### src/rtl/fifo_checker.sv
// fifo_checker: self-checking consumer for a FIFO under test.
// Keeps a shadow queue of accepted writes, compares every popped word and
// the empty/full flags against it, and reports sticky error status plus
// saturating error and transaction counters.

// Saturating up-counter used for every statistics/error count.
module fifo_checker_sat_cnt #(
  parameter int CW = 16
) (
  input  logic          clk,
  input  logic          reset_i,
  input  logic          inc_i,
  output logic [CW-1:0] cnt_o
);

  localparam logic [CW-1:0] CNT_ONE = CW'(1);
  localparam logic [CW-1:0] CNT_MAX = '1;

  logic [CW-1:0] cnt_q;
  logic [CW-1:0] cnt_d;

  // Next count: step by one unless already pinned at the maximum.
  always_comb begin
    cnt_d = cnt_q;
    if (inc_i && (cnt_q != CNT_MAX)) begin
      cnt_d = cnt_q + CNT_ONE;
    end
  end

  // Count register, cleared immediately on reset.
  always_ff @(posedge clk or posedge reset_i) begin
    if (reset_i) begin
      cnt_q <= '0;
    end else begin
      cnt_q <= cnt_d;
    end
  end

  assign cnt_o = cnt_q;

endmodule


### config.mk
export PLATFORM = sky130hd
export DESIGN_NAME = fifo_checker_sat_cnt
export DESIGN_NICKNAME = d
export VERILOG_FILES = /design/src/rtl/fifo_checker.sv
export SDC_FILE = /design/constraint.sdc
export NUM_CORES = 1
export LEC_CHECK = 0
export ABC_CLOCK_PERIOD_IN_PS = 1900
export CORE_MARGIN = 8
export CORE_UTILIZATION = 30
export CTS_BUF_LIST = sky130_fd_sc_hd__clkbuf_16
export DETAILED_ROUTE_END_ITERATION = 8
export DONT_BUFFER_PORTS = 1
export PLACE_DENSITY_LB_ADDON = 0.08
export SYNTH_ARGS = -nofsm -noshare
export SYNTH_HDL_FRONTEND = slang
export SYNTH_SLANG_ARGS = --single-unit
### constraint.sdc
create_clock -name clk -period 1.9 [get_ports clk]
set_clock_uncertainty 0.1 [all_clocks]
set_input_delay 0 -clock clk [delete_from_list [all_inputs] [get_ports clk]]
set_output_delay 0 -clock clk [all_outputs]
set_load 0.01 [all_outputs]
# Word-level counts from Yosys, hierarchy flattened
# Index checks and enable logic that the tools add are counted.
[word_totals] regBits=16 input_bits=3 output_inout_bits=16 wordCells=4
[op_classes] n_addsub=1 eq_ne=1 reduce_logical=1
[ops] operator="$add A16 B1 Y16 const B" n=1
[ops] operator="$ne A16 B16 Y1 const B" n=1
[ops] operator="$logic_and A1 B1 Y1" n=1

# Depth between registers and ports, before layout
# Gate-level depths: netlist of the first run.
[depth] depth_word=2 ltp_mapped=5 ltp_nobuf=5

# Worst setup path before layout of the first run
# No wires, ideal clock.
[synth_timing] path_kind="flip-flop to flip-flop" start="reg cnt_q[0], in the netlist cnt_o[0]" end="reg cnt_q[1], in the netlist cnt_o[1]" setup_time_ps=125 t_arrival_ps=1440 t_required_ps=1675 path_slack_ps=235 path_stages_with_launch=6 path_buffers=0 period_less_slack_ps=1665 path_cell_list="dfrtp_1 ha_1 and3_1 nand4_4 nand2_2 mux2_2"
[synth_between] elab_chain_len=2 elab_cells_between_ends=3 classes_between="1 x add/sub; 1 x eq/ne; 1 x reduce/logical"
[synth_rtl] element="start, declared" line_no="19" rtl="logic [CW-1:0] cnt_q;"
[synth_rtl] element="start signal, assigned" line_no="35" rtl="cnt_q <= cnt_d;"
[synth_rtl] element="branches (longest 2 deep; another with $add A16 B1 Y16)"
# Several ways; the timed one is not identified.
# A chain may end at the register's enable or synchronous reset.

# Final worst setup path of the first run
[layout_timing] start="reg cnt_q[4], in the netlist cnt_o[4]" end="reg cnt_q[1], in the netlist cnt_o[1]"
[layout_between] elab_chain_len=2
[layout_rtl] element="$ne A16 B16 Y1" line_no="25" rtl="if (inc_i && (cnt_q != CNT_MAX)) begin"
[layout_rtl] element="$logic_and A1 B1 Y1" line_no="25"
# No other way between the ends.

==> results of run 1 <==
synth_stat cells, types with 2 or more instances:
master                    number
sky130_fd_sc_hd__dfrtp_1      16
sky130_fd_sc_hd__xnor2_1      11
sky130_fd_sc_hd__nand3_1       7
sky130_fd_sc_hd__nand2_1       6
sky130_fd_sc_hd__nand4_1       5
sky130_fd_sc_hd__and3_1        4
sky130_fd_sc_hd__and4_1        3
sky130_fd_sc_hd__nor2_1        3
sky130_fd_sc_hd__a21oi_1       2
sky130_fd_sc_hd__mux2_2        2
cell families (layout without fill, tap and decap cells):
| logic type | count (synthesis) | count (layout) | synth area share |
|---|---|---|---|
| buf+inv | 1 | 13 | 0.004654 |
| simple gates | 36 | 36 | 0.3013 |
| mux | 3 | 3 | 0.04037 |
| fa+ha+maj | 1 | 1 | 0.01553 |
| flops | 16 | 16 | 0.4969 |
| xor+xnor | 11 | 11 | 0.1196 |
| compound gates | 3 | 3 | 0.02174 |
final cells by class:
class                      count  area [um^2]  area share
clock buffer                   3        75.07     0.07576
inverter                       1        3.754    0.003788
multi-input combinational     54        401.6      0.4053
sequential                    16        400.4      0.4040
tap                           30        37.54     0.03788
timing repair buffer           9        72.57     0.07323
worst max-delay path: stages (launching register included):
cell and delay [ps]:
sky130_fd_sc_hd__dfrtp_1 510, sky130_fd_sc_hd__and4_2 340, sky130_fd_sc_hd__nand4_4 160, sky130_fd_sc_hd__nand2_2 140, sky130_fd_sc_hd__mux2_2 330
power groups by stage:
stage	clock, mW	sequential (mW)	combinational, mW
after global routing	0.421	0.565	0.274
after detailed placement	0	0.554	0.241
after floorplan	0	0.550	0.150
after CTS	0.405	0.554	0.246
after global placement	0	0.553	0.241
final	0.393	0.552	0.240
path summary, 6_finish.rpt:
check | from | to | slack (ps) | cells past startpoint
max | cnt_o[4]$_DFFE_PP0P_ | cnt_o[1]$_DFFE_PP0P_ | 220 | 4
min | inc_i | cnt_o[3]$_DFFE_PP0P_ | 10 | 3
max reg2reg | cnt_o[4]$_DFFE_PP0P_ | cnt_o[1]$_DFFE_PP0P_ | 220 | 4
min reg2reg | cnt_o[8]$_DFFE_PP0P_ | cnt_o[8]$_DFFE_PP0P_ | 460 | 1
max in group asynchronous | reset_i | cnt_o[6]$_DFFE_PP0P_ | 1120 | 2
min in group asynchronous | reset_i | cnt_o[1]$_DFFE_PP0P_ | 180 | 2
what timing repair did:
action                    4_1_cts  5_1_grt
hold buffers                    2        0
hold endpoints to repair       19        0
buffers inserted                0        0
per-layer routing:
metal / up-vias / part of all wire / GRT usage
met5: - / 0 / 0
met4: 0 / 0.011 / 0.04604
met3: 2 / 0.072 / 0.03105
met2: 11 / 0.45 / 0.1136
met1: 284 / 0.47 / 0.1026
li1: 284 / - / -
through the flow:
step             util  cells  hold WS, ps  setup WS [ps]
3_5_place_dp   0.3552    108       -90.13          213.8
5_1_grt        0.3929    113        20.23          124.0
4_1_cts        0.3929    113        16.23          194.5
6_report       0.3929    113        14.89          216.2
2_1_floorplan       -     71       -186.3          235.1
3_3_place_gp   0.3552    108       -88.45          216.3
==> metrics.sh, run 1 <==
REMAINING_GLOBAL_ROUTE_OVERFLOW=0
P_SW_FRAC=0.3154
CORE_AREA_UM2=2522
VIOLATION_COUNT_AFTER_THE_FIRST_DETAILED_ROUTING_ITERATION=17
GLOBAL_ROUTE_WIRE_LENGTH_BEFORE_REPAIR_UM=2794
NUMCLOCKSINKS=16
PERIOD_NEEDED_PS=1684
INITIAL_UTILIZATION=0.3194
ASYNC_S_R_FF_SHARE_SYNTH=1.000
SYNTHTOLAYOUTAREAGROWTH_PCT=22.98
DETAILED_PLACE_HPWL_UM=1282
TOTALWIRELENGTH_UM=1726
INSERTEDDIODECOUNT=0
SLEW_VIOL_FINAL=0
CTS_MAX_PATH_BUFFERS=2
POSTSYNTHCELLCOUNT=71
SYNTH.FF_LATCH_COUNT=16
FINALSETUPVIOLATIONS=0
FINAL_MIN_PERIOD_OVER_CLOCK_PERIOD=0.8862
YOSYS_WARNINGS=0
SYNTH.LIB_CELLS_USED.DISTINCT=22
CTS_REPAIR_RESIZE_COUNT=0
I_O_PIN_COUNT=19
MAX-VDD-IR-DROP_uV=709.6
ROUTE.DETAILED.VIAS_PER_INST=5.142
SLEW_AT_THE_PIN_CLOSEST_TO_ITS_MAX_SLEW_LIMIT_PS=626.8
GPL.FINAL_WEIGHTED_CONGESTION=0.6914
DRV.MAX_CAP_VIOLATION_COUNT=0
SYNTH_TOP_AREA_FRAC=0.4969
FILLERS=257
WIRE_PER_INST_UM=15.27
H-TREE-DEPTH=1
LARGEST_REGISTER_FFS=16
STATIC-LEAKAGE-POWER_nW=0.4550
DIE_H_UM=67.83
TOTALPOWERFINAL_mW=1.185
CRITICAL_PATH.STARTPOINT_TYPE='register'
POST_SYNTH_EDFFS=0
DOMINANTREGCELLSYNTH='sky130_fd_sc_hd__dfrtp_1'
INTPOWER_mW=0.8115
STATUS='completed'
DR.PASS1.ITERS=4
GRT_SETUP_UNREPAIRED='false'
DRC=0
CRITICAL_PATH_CLASS='reg -> reg'
WORST_MAX_SLEW_MARGIN_EXPRESSED_RELATIVE_TO_THE_LIMIT=0.5816
NETSW_mW=0.3739
NET_COUNT_OF_THE_FINISHED_LAYOUT=89
DRT.ANTENNA.VIOLATING_NETS=0
FIN_TNS_SETUP_PS=0
LAYOUT.CELL_AREA.NON_FILLER_UM2=991.0
SYNTH.NET_COUNT=75
CRITICAL_PATH_PEAK_FANOUT=9
PORT_BUFFERS=0
DRIVE_ABOVE_1_SHARE=0.2169
WORSTHOLDPATHTYPE='in -> reg'
SYNTH.AREA.TOP_CELLS='sky130_fd_sc_hd__dfrtp_1 50%, sky130_fd_sc_hd__xnor2_1 12%, sky130_fd_sc_hd__nand3_1 4.3%'
SYNTH.CELL_AREA_UM2=805.8
SYNTH-SEQ-AREA-SHARE=0.4969
POWER.DENSITY_CELL_AREA_nW_PER_UM2=1196
WORST_SKEW_PAIR.LATE_LATENCY_PS=240
POWER_FRAC_SEQ=0.465
TOP_LIBRARY_CELLS_BY_USAGE_IN_THE_LAYOUT_FILL_AND_TAPS_ASIDE='16 x sky130_fd_sc_hd__dfrtp_1, 11 x sky130_fd_sc_hd__xnor2_1, 7 x sky130_fd_sc_hd__nand3_1, 7 x sky130_fd_sc_hd__buf_4, 6 x sky130_fd_sc_hd__nand2_1'
CRITPATHREQUIREDTIME_PS=1930
CLK_PIN_SLEW_WORST_PATHS_PS=50
POWER_FRAC_CLOCK=0.332
POSTPLACECELLAREA_UM2=895.9
CLOCK.FMAX_MHz=593.9
PIN_COUNT_OF_THE_BIGGEST_NET_ENTERING_GLOBAL_ROUTING=17
SHARE_COMB_OF_TOTAL_POWER=0.203
FIRST_GLOBAL_VIAS=559
LAYOUT.CELLS.MOST_COMMON='sky130_fd_sc_hd__dfrtp_1'
LEADING_AREA_CONTRIBUTOR_AFTER_SYNTHESIS='sky130_fd_sc_hd__dfrtp_1'
TRITONCTS.NUM_BUFFERS=3
GLOBAL_ROUTE.USAGE.TOTAL=0.08056
VIAS=581
FP.DIEAREA_UM2=4600
CP-END-KIND='register'
ANTENNA_FOUND_INITIAL=0
CTS_TREE='yes'
TIMING_HOLD_VIOLATIONS_FINAL=0
CRIT_ARRIVAL_PS=1710
SYNTHESIZED_AREA_PER_CELL_UM2=11.35
DIE_WIDTH_UM=67.83
CTS-ROOT-BUF='sky130_fd_sc_hd__clkbuf_16'
PLACEMENT_ROW_COUNT=18
Note: power is estimated with default switching activity, not from simulation.
==> inputs of run 2 (changes only) <==
CORE_UTILIZATION = 25   (was 30)
==> metrics.sh, run 2 (synthesis results as in run 1) <==
STATUS='completed'  # unchanged
NET_COUNT_OF_THE_FINISHED_LAYOUT=89  # unchanged
WORST_MAX_SLEW_MARGIN_EXPRESSED_RELATIVE_TO_THE_LIMIT=0.5927  # was 0.5816
CRITICAL_PATH_CELL_COUNT=5  # was 4
CRIT_PATH_END='cnt_o[14]$_DFFE_PP0P_'  # was cnt_o[1]$_DFFE_PP0P_
CTS_TREE='yes'  # unchanged
CRIT_ARRIVAL_PS=1710  # about the same
PERIOD_NEEDED_PS=1683  # was 1684 ps
NUMCLOCKSINKS=16  # unchanged
WORSTHOLDPATHTYPE='in -> reg'  # unchanged
TRITONCTS.NUM_BUFFERS=3  # unchanged
INITIAL_UTILIZATION=0.2639  # was 0.3194
TIMING.RR.START='cnt_o[0]$_DFFE_PP0P_'  # was cnt_o[4]$_DFFE_PP0P_
FILLERS=323  # was 257
FINAL_MIN_PERIOD_OVER_CLOCK_PERIOD=0.8858  # was 0.8862
CRITPATHMAXSTAGEDELAY_PS=350  # was 510 ps
ANTENNA_FOUND_INITIAL=0  # unchanged
ROUTE.DETAILED.VIAS_PER_INST=4.578  # was 5.142
CRITPATHREQUIREDTIME_PS=1930  # about the same
WORST_HOLD_SLACK_AFTER_FINAL_LAYOUT_PS=4.731  # was 14.89 ps
GRT_SETUP_UNREPAIRED='false'  # unchanged
FIRST_GLOBAL_VIAS=606  # was 559
CP-END-KIND='register'  # unchanged
COMBINED_AREA_OF_THE_MULTI_INPUT_LOGIC_CELLS_UM2=401.6  # unchanged
HOLD_PATH_DEPTH=3  # unchanged
SEQCELLAREA_UM2=400.4  # unchanged
CRITICAL_PATH.TOP_DELAY_FAMILY='simple AND/OR/NAND/NOR gates'  # unchanged
MET2_WIRELENGTH_UM=767  # was 771 um
CTS_REPAIR_RESIZE_COUNT=0  # unchanged
CLK_PIN_SLEW_WORST_PATHS_PS=50  # about the same
CORE_AREA_UM2=3053  # was 2522 um^2
STATIC-LEAKAGE-POWER_nW=0.4566  # was 0.4550 nW
SLEW_VIOL_FINAL=0  # unchanged
PIN_COUNT_OF_THE_BIGGEST_NET_ENTERING_GLOBAL_ROUTING=17  # unchanged
CRITICAL_PATH.CELL_CHAIN='ha_1 -> and4_1 -> nand3_1 -> nor2_1 -> mux2_2'  # was and4_2 -> nand4_4 -> nand2_2 -> mux2_2
DRT.ANTENNA.VIOLATING_NETS=0  # unchanged
SLEW_AT_THE_PIN_CLOSEST_TO_ITS_MAX_SLEW_LIMIT_PS=610.3  # was 626.8 ps
TOP_LAYER_USED='met4'  # unchanged
REMAINING_GLOBAL_ROUTE_OVERFLOW=0  # unchanged
TIMING_HOLD_VIOLATIONS_FINAL=0  # unchanged
DRC=0  # unchanged
MAX-VDD-IR-DROP_uV=491.8  # was 709.6 uV
CLOCK.FMAX_MHz=594.1  # was 593.9 MHz
PORT_BUFFERS=0  # unchanged
FIN_TNS_SETUP_PS=0  # unchanged
R2R_SETUP_SLACK_PS=220  # about the same
FF_TO_FF_PATH_DEPTH=5  # was 4
CRITICAL_PATH_BUF_INV_COUNT=0  # unchanged
WIRE_PER_INST_UM=13.77  # was 15.27 um
POSTCTSSETUPREPAIRBUFS=0  # unchanged
MET3_LENGTH_UM=150  # was 125 um
FP.DIEAREA_UM2=5295  # was 4600 um^2
DRIVE_ABOVE_1_SHARE=0.2143  # was 0.2169
WORST_SKEW_PAIR.LATE_LATENCY_PS=250  # was 240 ps
H-TREE-DEPTH=1  # unchanged
CTS_MAX_PATH_BUFFERS=2  # unchanged
GLOBAL_ROUTE_WIRE_LENGTH_BEFORE_REPAIR_UM=3056  # was 2794 um
GLOBAL_ROUTE.USAGE.TOTAL=0.07616  # was 0.08056
GPL.FINAL_WEIGHTED_CONGESTION=0.7538  # was 0.6914
CRITICAL_PATH_CLASS='reg -> reg'  # unchanged
DR.PASS1.ITERS=4  # unchanged
CRITPATHSLOWESTCELL='sky130_fd_sc_hd__dfrtp_1'  # unchanged
CRITICAL_PATH_PEAK_FANOUT=4  # was 9
LAYOUT.CELLS.MOST_COMMON='sky130_fd_sc_hd__dfrtp_1'  # unchanged
PLACEMENT_ROW_COUNT=20  # was 18
CRITICAL_PATH.STARTPOINT_TYPE='register'  # unchanged
CRIT_PATH_START='cnt_o[0]$_DFFE_PP0P_'  # was cnt_o[4]$_DFFE_PP0P_
CTS-ROOT-BUF='sky130_fd_sc_hd__clkbuf_16'  # unchanged
WIRELENGTH_MET1_UM=806  # was 810 um
DRV.MAX_CAP_VIOLATION_COUNT=0  # unchanged
VIOLATION_COUNT_AFTER_THE_FIRST_DETAILED_ROUTING_ITERATION=27  # was 17
I_O_PIN_COUNT=19  # unchanged
SYNTHTOLAYOUTAREAGROWTH_PCT=25.62  # was 22.98%
LARGEST_REGISTER_FFS=16  # unchanged
TOP_LIBRARY_CELLS_BY_USAGE_IN_THE_LAYOUT_FILL_AND_TAPS_ASIDE='16 x sky130_fd_sc_hd__dfrtp_1, 11 x sky130_fd_sc_hd__xnor2_1, 7 x sky130_fd_sc_hd__nand3_1, 7 x sky130_fd_sc_hd__buf_4, 6 x sky130_fd_sc_hd__nand2_1'  # unchanged
CTS_HOLD_BUF=2  # unchanged
DIE_WIDTH_UM=72.77  # was 67.83 um
FINALSETUPVIOLATIONS=0  # unchanged
TOTALWIRELENGTH_UM=1762  # was 1726 um
VIAS=586  # was 581
REG2REG_TO='cnt_o[14]$_DFFE_PP0P_'  # was cnt_o[1]$_DFFE_PP0P_
INSERTEDDIODECOUNT=0  # unchanged
POWER.DENSITY_CELL_AREA_nW_PER_UM2=1180  # was 1196 nW/um^2
DIE_H_UM=72.77  # was 67.83 um
DETAILED_PLACE_HPWL_UM=1350  # was 1282 um
## run 2: changes by cell type in the layout (fill, tap and decap cells not counted)
| cell | change |
|---|---|
| sky130_fd_sc_hd__clkinv_1 | +1 |
## run 2: worst min path at each step
stage,startpoint,endpoint
finish,inc_i,cnt_o[3]$_DFFE_PP0P_
global route,inc_i,cnt_o[3]$_DFFE_PP0P_
CTS,inc_i,cnt_o[3]$_DFFE_PP0P_
detailed placement,reset_i,cnt_o[5]$_DFFE_PP0P_
global placement,reset_i,cnt_o[5]$_DFFE_PP0P_
floorplan,reset_i,cnt_o[0]$_DFFE_PP0P_
## run 2: report_power, final
group          switching [mW]  internal, mW  total [mW]  leakage, nW
combinational           0.121         0.120       0.241        0.207
sequential              0.125         0.416       0.542        0.211
clock                   0.133         0.279       0.412       0.0385
## run 2: final cells by class
type,instances,area share
clock buffer,3,0.07417
clock inverter,1,0.003708
inverter,1,0.003708
multi-input combinational,54,0.3968
sequential,16,0.3956
tap,44,0.05439
timing repair buffer,9,0.07169
## run 2: stage by stage
stage	instance area, um^2	setup WS (ps)	std cells	power (mW)	util
after floorplan	805.8	235.1	71	0.6997	-
after global placement	913.4	209.1	122	0.7967	0.2992
after detailed placement	913.4	200.9	122	0.7908	0.2992
after CTS	1012	190.0	128	1.222	0.3316
after global routing	1012	44.00	128	1.280	0.3316
final	1012	216.9	128	1.195	0.3316
## run 2: layer usage
layer,global-route usage,vias to the layer above
li1,-,288
met1,0.08910,278
met2,0.1083,15
met3,0.03709,5
met4,0.04667,0
met5,0,-
## run 2: worst reg2reg max path, delay by kind of cell (launching register included)
kind	cells	cell delay, ps
fa+ha+maj	1	200
mux	1	340
flops	1	350
simple gates	3	580
